**config.mk**
```make
export PLATFORM = sky130hd
export DESIGN_NAME = baud_prescaler
export DESIGN_NICKNAME = d
export VERILOG_FILES = /design/src/rtl/baud_prescaler.sv
export SDC_FILE = /design/constraint.sdc
export NUM_CORES = 1
export LEC_CHECK = 0
export CAP_MARGIN = 10
export CORE_MARGIN = 2
export CORE_UTILIZATION = 25
export DETAILED_ROUTE_END_ITERATION = 6
export DONT_BUFFER_PORTS = 1
export GPL_ROUTABILITY_DRIVEN = 0
export PLACE_DENSITY_LB_ADDON = 0.05
export SLEW_MARGIN = 20
export SYNTH_ARGS = -nofsm -noshare
export SYNTH_HDL_FRONTEND = slang
export SYNTH_SLANG_ARGS = --single-unit
```
**constraint.sdc**
```tcl
create_clock -name src_clk_i -period 3.9 [get_ports src_clk_i]
set_input_delay 0.78 -clock src_clk_i [delete_from_list [all_inputs] [get_ports src_clk_i]]
set_output_delay 0.78 -clock src_clk_i [all_outputs]
set_load 0.02 [all_outputs]
```
**src/rtl/baud_prescaler.sv**
```systemverilog
// ============================================================================
// baud_prescaler: runtime-programmable clock prescaler and UART baud-tick
// generator (oversample tick, bit tick, square-wave clk_div).
// Revision: 1.0
// ============================================================================
`default_nettype none

module baud_prescaler #(
  parameter int CNT_W       = 16,
  parameter int OVS         = 16,
  parameter int DEFAULT_DIV = 27
) (
  input  logic             src_clk_i,
  input  logic             rst_n_i,
  input  logic             en_i,
  input  logic [CNT_W-1:0] div_val_i,
  input  logic             div_load_i,
  input  logic             resync_i,
  output logic             tick_ovs_o,
  output logic             tick_bit_o,
  output logic             clk_div_o,
  output logic             div_ack_o,
  output logic             div_err_o
);

  localparam int                c_OCNT_W    = $clog2(OVS);
  localparam logic [c_OCNT_W-1:0] c_OCNT_LAST = c_OCNT_W'(OVS - 1);
  localparam logic [c_OCNT_W-1:0] c_OCNT_MID  = c_OCNT_W'(OVS / 2);
  localparam logic [CNT_W-1:0]    c_DIV_RST   = CNT_W'(DEFAULT_DIV);

  logic [CNT_W-1:0]    div_q,  div_d;
  logic [CNT_W-1:0]    divp_q, divp_d;
  logic                pend_q, pend_d;
  logic [CNT_W-1:0]    cnt_q,  cnt_d;
  logic [c_OCNT_W-1:0] ocnt_q, ocnt_d;
  logic                tick_ovs_q, tick_ovs_d;
  logic                tick_bit_q, tick_bit_d;
  logic                clk_div_q,  clk_div_d;
  logic                ack_q, ack_d;
  logic                err_q, err_d;

  logic w_wrap;
  logic w_apply;

  // Resync suppresses the wrap, so a pending divisor cannot apply on a
  // resync edge unless counting is disabled.
  assign w_wrap  = en_i && !resync_i && (cnt_q == (div_q - CNT_W'(1)));
  assign w_apply = pend_q && (w_wrap || !en_i);

  always_comb begin
    div_d      = div_q;
    divp_d     = divp_q;
    pend_d     = pend_q;
    cnt_d      = cnt_q;
    ocnt_d     = ocnt_q;
    clk_div_d  = clk_div_q;
    tick_ovs_d = 1'b0;
    tick_bit_d = 1'b0;
    ack_d      = 1'b0;
    err_d      = 1'b0;

    if (resync_i) begin
      cnt_d  = '0;
      ocnt_d = c_OCNT_MID;
    end else if (en_i) begin
      if (w_wrap) begin
        cnt_d      = '0;
        tick_ovs_d = 1'b1;
        clk_div_d  = ~clk_div_q;
        if (ocnt_q == c_OCNT_LAST) begin
          ocnt_d     = '0;
          tick_bit_d = 1'b1;
        end else begin
          ocnt_d = ocnt_q + c_OCNT_W'(1);
        end
      end else begin
        cnt_d = cnt_q + CNT_W'(1);
      end
    end

    if (w_apply) begin
      div_d  = divp_q;
      cnt_d  = '0;
      pend_d = 1'b0;
      ack_d  = 1'b1;
    end

    // A load landing on the application edge becomes the next pending value.
    if (div_load_i) begin
      if (div_val_i != '0) begin
        divp_d = div_val_i;
        pend_d = 1'b1;
      end else begin
        err_d = 1'b1;
      end
    end
  end

  always_ff @(posedge src_clk_i) begin
    if (!rst_n_i) begin
      div_q      <= c_DIV_RST;
      divp_q     <= c_DIV_RST;
      pend_q     <= 1'b0;
      cnt_q      <= '0;
      ocnt_q     <= '0;
      tick_ovs_q <= 1'b0;
      tick_bit_q <= 1'b0;
      clk_div_q  <= 1'b0;
      ack_q      <= 1'b0;
      err_q      <= 1'b0;
    end else begin
      div_q      <= div_d;
      divp_q     <= divp_d;
      pend_q     <= pend_d;
      cnt_q      <= cnt_d;
      ocnt_q     <= ocnt_d;
      tick_ovs_q <= tick_ovs_d;
      tick_bit_q <= tick_bit_d;
      clk_div_q  <= clk_div_d;
      ack_q      <= ack_d;
      err_q      <= err_d;
    end
  end

  assign tick_ovs_o = tick_ovs_q;
  assign tick_bit_o = tick_bit_q;
  assign clk_div_o  = clk_div_q;
  assign div_ack_o  = ack_q;
  assign div_err_o  = err_q;

endmodule

`default_nettype wire

```
After elaboration in Yosys (flattened, before gate mapping)
Index checks and enable logic that the tools add are counted.
{ "totals": {"wordCells": 51, "ff_bits": 58, "out_inout_bits": 5, "in_bits": 21} }
{ "classes": {"n_mux": 12, "reduce_logical": 18, "add_sub_neg": 3, "bitwise": 5, "eq_ne": 2} }
{ "ops": {"columns": ["cell", "count"], "rows": [
  ["$add 16x1->16 const B", 1],
  ["$eq 16x16->1", 1],
  ["$mux 16", 1],
  ["$mux 4", 4],
  ["$reduce_bool 16->1", 1],
  ["$sub 16x1->16 const B", 1],
  ["$reduce_and 2->1", 4],
  ["$mux 1", 7],
  ["$reduce_or 3->1", 2],
  ["$not 1->1", 5],
  ["$add 4x1->4 const B", 1],
  ["$eq 4x4->1 const B", 1],
  ["$reduce_bool 2->1", 2],
  ["$reduce_or 4->1", 1],
  ["$logic_and 1x1->1", 3],
  ["$reduce_and 3->1", 1],
  ["$logic_not 1->1", 2],
  ["$reduce_or 2->1", 1],
  ["$logic_or 1x1->1", 1]
]} }

Depth between registers and ports, before layout
Gate-level depths: netlist of run 1.
{ "logic_depth": {"word_depth": 8, "ltp_mapped": 10, "ltp_nobuf": 9} }

Least setup slack after synthesis of run 1
Ideal clock, no wire load.
{ "synth_path": {"path_type": "reg-to-reg", "startpoint": "reg div_q[0]", "endpoint": "reg ocnt_q[3]", "arrival_ns": 3.082, "path_stages_with_launch": 11, "setup_ns": 0.122, "n_path_buf": 1, "required_ns": 3.778, "path_slack_ns": 0.696, "cell_sequence": "dfxtp_1 -> inv_1 -> ha_1 -> nor3b_2 -> nand3_1 -> or4_1 -> mux2_2 -> or4_1 -> buf_2 -> or4_1 -> o311a_1"} }
{ "synth_via": {"elab_chain_cells": 5} }
{ "synth_lines": {"columns": ["item", "line", "text"], "rows": [
  ["from (decl)", "31", "logic [CNT_W-1:0] div_q, div_d;"],
  ["from (signal assigned)", "101", "div_q <= c_DIV_RST;"],
  ["from (signal assigned)", "112", "div_q <= div_d;"],
  ["$sub 16x1->16", "47", "assign w_wrap = en_i && !resync_i && (cnt_q == (div_q - CNT_W'(1)));"],
  ["$eq 16x16->1", "47", null],
  ["$logic_and 1x1->1", "47", null],
  ["$reduce_bool 2->1 (no line)", null, null],
  ["$reduce_and 2->1 (no line)", null, null],
  ["to (signal assigned)", "116", "ocnt_q <= ocnt_d;"],
  ["to (decl)", "35", "logic [c_OCNT_W-1:0] ocnt_q, ocnt_d;"]
]} }
Every way passes these cells.
A chain may end at the register's enable or synchronous reset.

Worst setup path in the final report of run 1
Same ends and word-level chain as after synthesis.

==> impl_metrics.yaml, run 1 <==
sta:
  rsz0062_at_grt: "no"
  clock-skew-final_ns: 0.00738
  layout_min_cycle_time_ns: 3.55
  relSlewSlack_pct: 43.4
  worst_pin_slew_ns: 0.848
  setup_ws_ns: 0.350
  period_share_pct: 91.0
  hold_viol: 0
  fmax_ghz: 0.282
  timing.hold.ws_ns: 0.459
  setup_viol: 0
  drv_slew: 0
  finalSetupTns_ns: 0
placement:
  dpl-instance-area_um2: 3110
  dp_hpwl_mm: 6.13
  dp_cells: 483
  numPortBuffers: 0
  pre_cts_slack_ns: 0.372
floorplanning:
  die_y_um: 113
  core_um2: 11500
  die_w_um: 113
  initial_core_util_pct: 25.7
  die-area_um2: 12700
  num_io_pins: 26
  row_count: 39
layout:
  layout_common_cells: "dfxtp_1 (58), nand2_1 (47), nor2_1 (38), nand3_1 (31), xor2_1 (19)"
  drive_gt1_share_pct: 8.17
  areaGrowthSynthToFinish_pct: 14.6
  diodes: 0
  fillCellCount: 1234
  post-route-cell-area_um2: 3400
  final_util_pct: 29.5
  final_common_cell: "dfxtp_1"
  final_cells: 498
  finish.net_count: 375
worst_setup_path:
  path_buf_inv: 1
  crit_arrival_ns: 3.77
  cp_data_required_time_ns: 4.12
  reg2reg_depth: 9
  cp-end-kind: "flop"
  path_delay_family: "simple AND/OR/NAND/NOR gates"
  cpPeakStageDelay_ns: 0.68
  cp.depth: 9
  start_kind: "flop"
  path_common_cell: "or4_1"
  path_class: "reg -> reg"
  crit_slowest_cell: "or4_1"
  cp_max_fo: 10
  crit_chain: "inv_1, ha_1, nor3b_2, nand3_1, or4_1, mux2_2, or4_1, or4_1, o311a_1"
power_and_ir_drop:
  p_per_area_nw_per_um2: 432
  ir_drop_uv: 256
  p_leak_nw: 1.25
  totalPowerFinal_mw: 1.47
drt:
  wirelength_mm: 8.34
  post_drt_wl_per_cell_um: 16.7
  ant_nets: 0
  drt_pass1_iterations: 6
  drtIter0Drc: 130
  drc_errors: 1
  vias_per_cell: 4.96
  vias: 2468
cts:
  clock_latency_ns: 0.34
  cts_hold_buf: 0
  cts_sinks: 58
  clkTransAtPathRegs_ns: 0.05
  cts.path.max_buffers: 2
  cts_resized: 0
  h-tree-depth: 3
  root_buffer: "clkbuf_16"
  postCtsSetupRepairBufs: 0
  cts_tree: "done"
  cts_buffers: 9
job:
  cap_violations: 0
run_status:
  outcome: "finished with violations"
  violations: "DRC"
synth:
  synth_flop_cell: "dfxtp_1"
  synth_nets: 379
  yosys_warnings: 0
  syn-instance-count: 355
  ys_seq_area_share_pct: 39.2
  synth-edff-count: 0
  async_flop_share_pct: 0
  syn_area_per_cell_um2: 8.35
  ys_types: 54
  ys_ff_latch: 58
  syn-cell-area_um2: 2960
global_route:
  grt_antenna_before_repair: 0
  grt_pass1_vias: 2452
  grt_pass1_wl_mm: 13.7
  grt_max_degree: 40
  track_usage_pct: 14.3
  grt.overflow.total: 0
worst_hold_path:
  hold_path.class: "reg -> reg"
  min_path_cells: 2
-- kinds of logic after synthesis --
group	Yosys count	synth area share (%)
simple gates	172	29.8
flops	58	39.2
compound gates	54	12.7
xor+xnor	30	8.86
buf+inv	23	3.08
mux	15	5.15
fa+ha+maj	3	1.27
-- metal layers --
layer	vias to the layer above	part of all wire, %	track usage, %	wire length (um)
li1	1278	-	-	-
met5	-	0	0	0
met1	1139	51	19.4	4220
met4	0	1.5	4.88	122
met3	11	5.1	5.62	423
met2	40	43	20.8	3570
-- final cells by class --
type / count / area [um2] / share of cell area [%]
multi-input cells: 274 / 1720 / 50.6
flip-flops and latches: 58 / 1160 / 34.2
well taps: 143 / 179 / 5.27
clock inverters: 3 / 40.0 / 1.18
repair buffers: 2 / 27.5 / 0.811
clock buffers: 12 / 246 / 7.26
inverters: 6 / 22.5 / 0.663
-- state kept, by name (all words and copies together), names as in the netlist --
name        cells
div_err_o       1
clk_div_o       1
pend_q          1
tick_bit_o      1
div_q          16
divp_q         16
div_ack_o       1
ocnt_q          4
tick_ovs_o      1
cnt_q          16
-- worst reg2reg max path: stages, from the launching register on --
cell and delay, ns:
dfxtp_1 0.36, inv_1 0.10, ha_1 0.24, nor3b_2 0.54, nand3_1 0.13, or4_1 0.40, mux2_2 0.33, or4_1 0.68
or4_1 0.55, o311a_1 0.13
-- power by group --
part | switching [mW] | internal (mW)
Sequential | 0.0166 | 0.611
Clock | 0.262 | 0.505
Combinational | 0.0418 | 0.0296
Total | 0.320 | 1.15
-- synthesized netlist by cell type (3+ instances only) --
library cell  number  area [um2]
inv_1              6        22.5
ha_1               3        37.5
mux2i_1           13         130
buf_2              4        20.0
o21ai_0           16        80.1
or4_1              7        52.6
a21oi_1            8        40.0
or2_2              3        18.8
xnor2_1           11        96.3
nand3_1           31         155
nand2_1           47         176
a21o_1             3        22.5
o211ai_1           3        22.5
and3_1             5        31.3
nand4_1           11        68.8
a31oi_1            3        18.8
nor3_1             7        35.0
clkbuf_1          13        48.8
nor4_1             8        50.1
nor2_1            38         143
xor2_1            19         166
dfxtp_1           58        1160
-- worst paths after layout --
path	start	endpoint	slack (ns)
worst max-delay path	div_q[0]	ocnt_q[3]	0.35
worst min-delay path	divp_q[6]	divp_q[6]	0.46
worst max register to register	div_q[0]	ocnt_q[3]	0.35
worst min register to register	divp_q[6]	divp_q[6]	0.46
Power figures use the tool's default switching activity.
==> run 2: changes to the inputs <==
--- a/config.mk
+++ b/config.mk
@@ -12,7 +12,6 @@
 export DONT_BUFFER_PORTS = 1
 export GPL_ROUTABILITY_DRIVEN = 0
 export PLACE_DENSITY_LB_ADDON = 0.05
-export SLEW_MARGIN = 20
 export SYNTH_ARGS = -nofsm -noshare
 export SYNTH_HDL_FRONTEND = slang
 export SYNTH_SLANG_ARGS = --single-unit
==> constraint.sdc (replaced) <==
create_clock -name src_clk_i -period 3.9 [get_ports src_clk_i]
set_input_delay 0.39 -clock src_clk_i [delete_from_list [all_inputs] [get_ports src_clk_i]]
set_output_delay 0.39 -clock src_clk_i [all_outputs]
set_load 0.02 [all_outputs]
==> results of run 2 <==
Same layout as run 1 (identical final DEF). Status: finished with violations: DRC.
Among the figures that moved: hold slack 0.459 ns -> 0.123 ns; end point of the worst hold path divp_q[6] -> div_q[4]
==> run 3: changes to the inputs <==
--- a/config.mk
+++ b/config.mk
@@ -8,6 +8,7 @@
 export CAP_MARGIN = 10
 export CORE_MARGIN = 2
 export CORE_UTILIZATION = 25
+export CTS_CLUSTER_DIAMETER = 100
 export DETAILED_ROUTE_END_ITERATION = 6
 export DONT_BUFFER_PORTS = 1
 export GPL_ROUTABILITY_DRIVEN = 0
==> results of run 3 <==
Same layout as run 1 (identical final DEF). Status: finished with violations: DRC.
Among the figures that moved: hold slack 0.459 ns -> 0.123 ns; end point of the worst hold path divp_q[6] -> div_q[4]
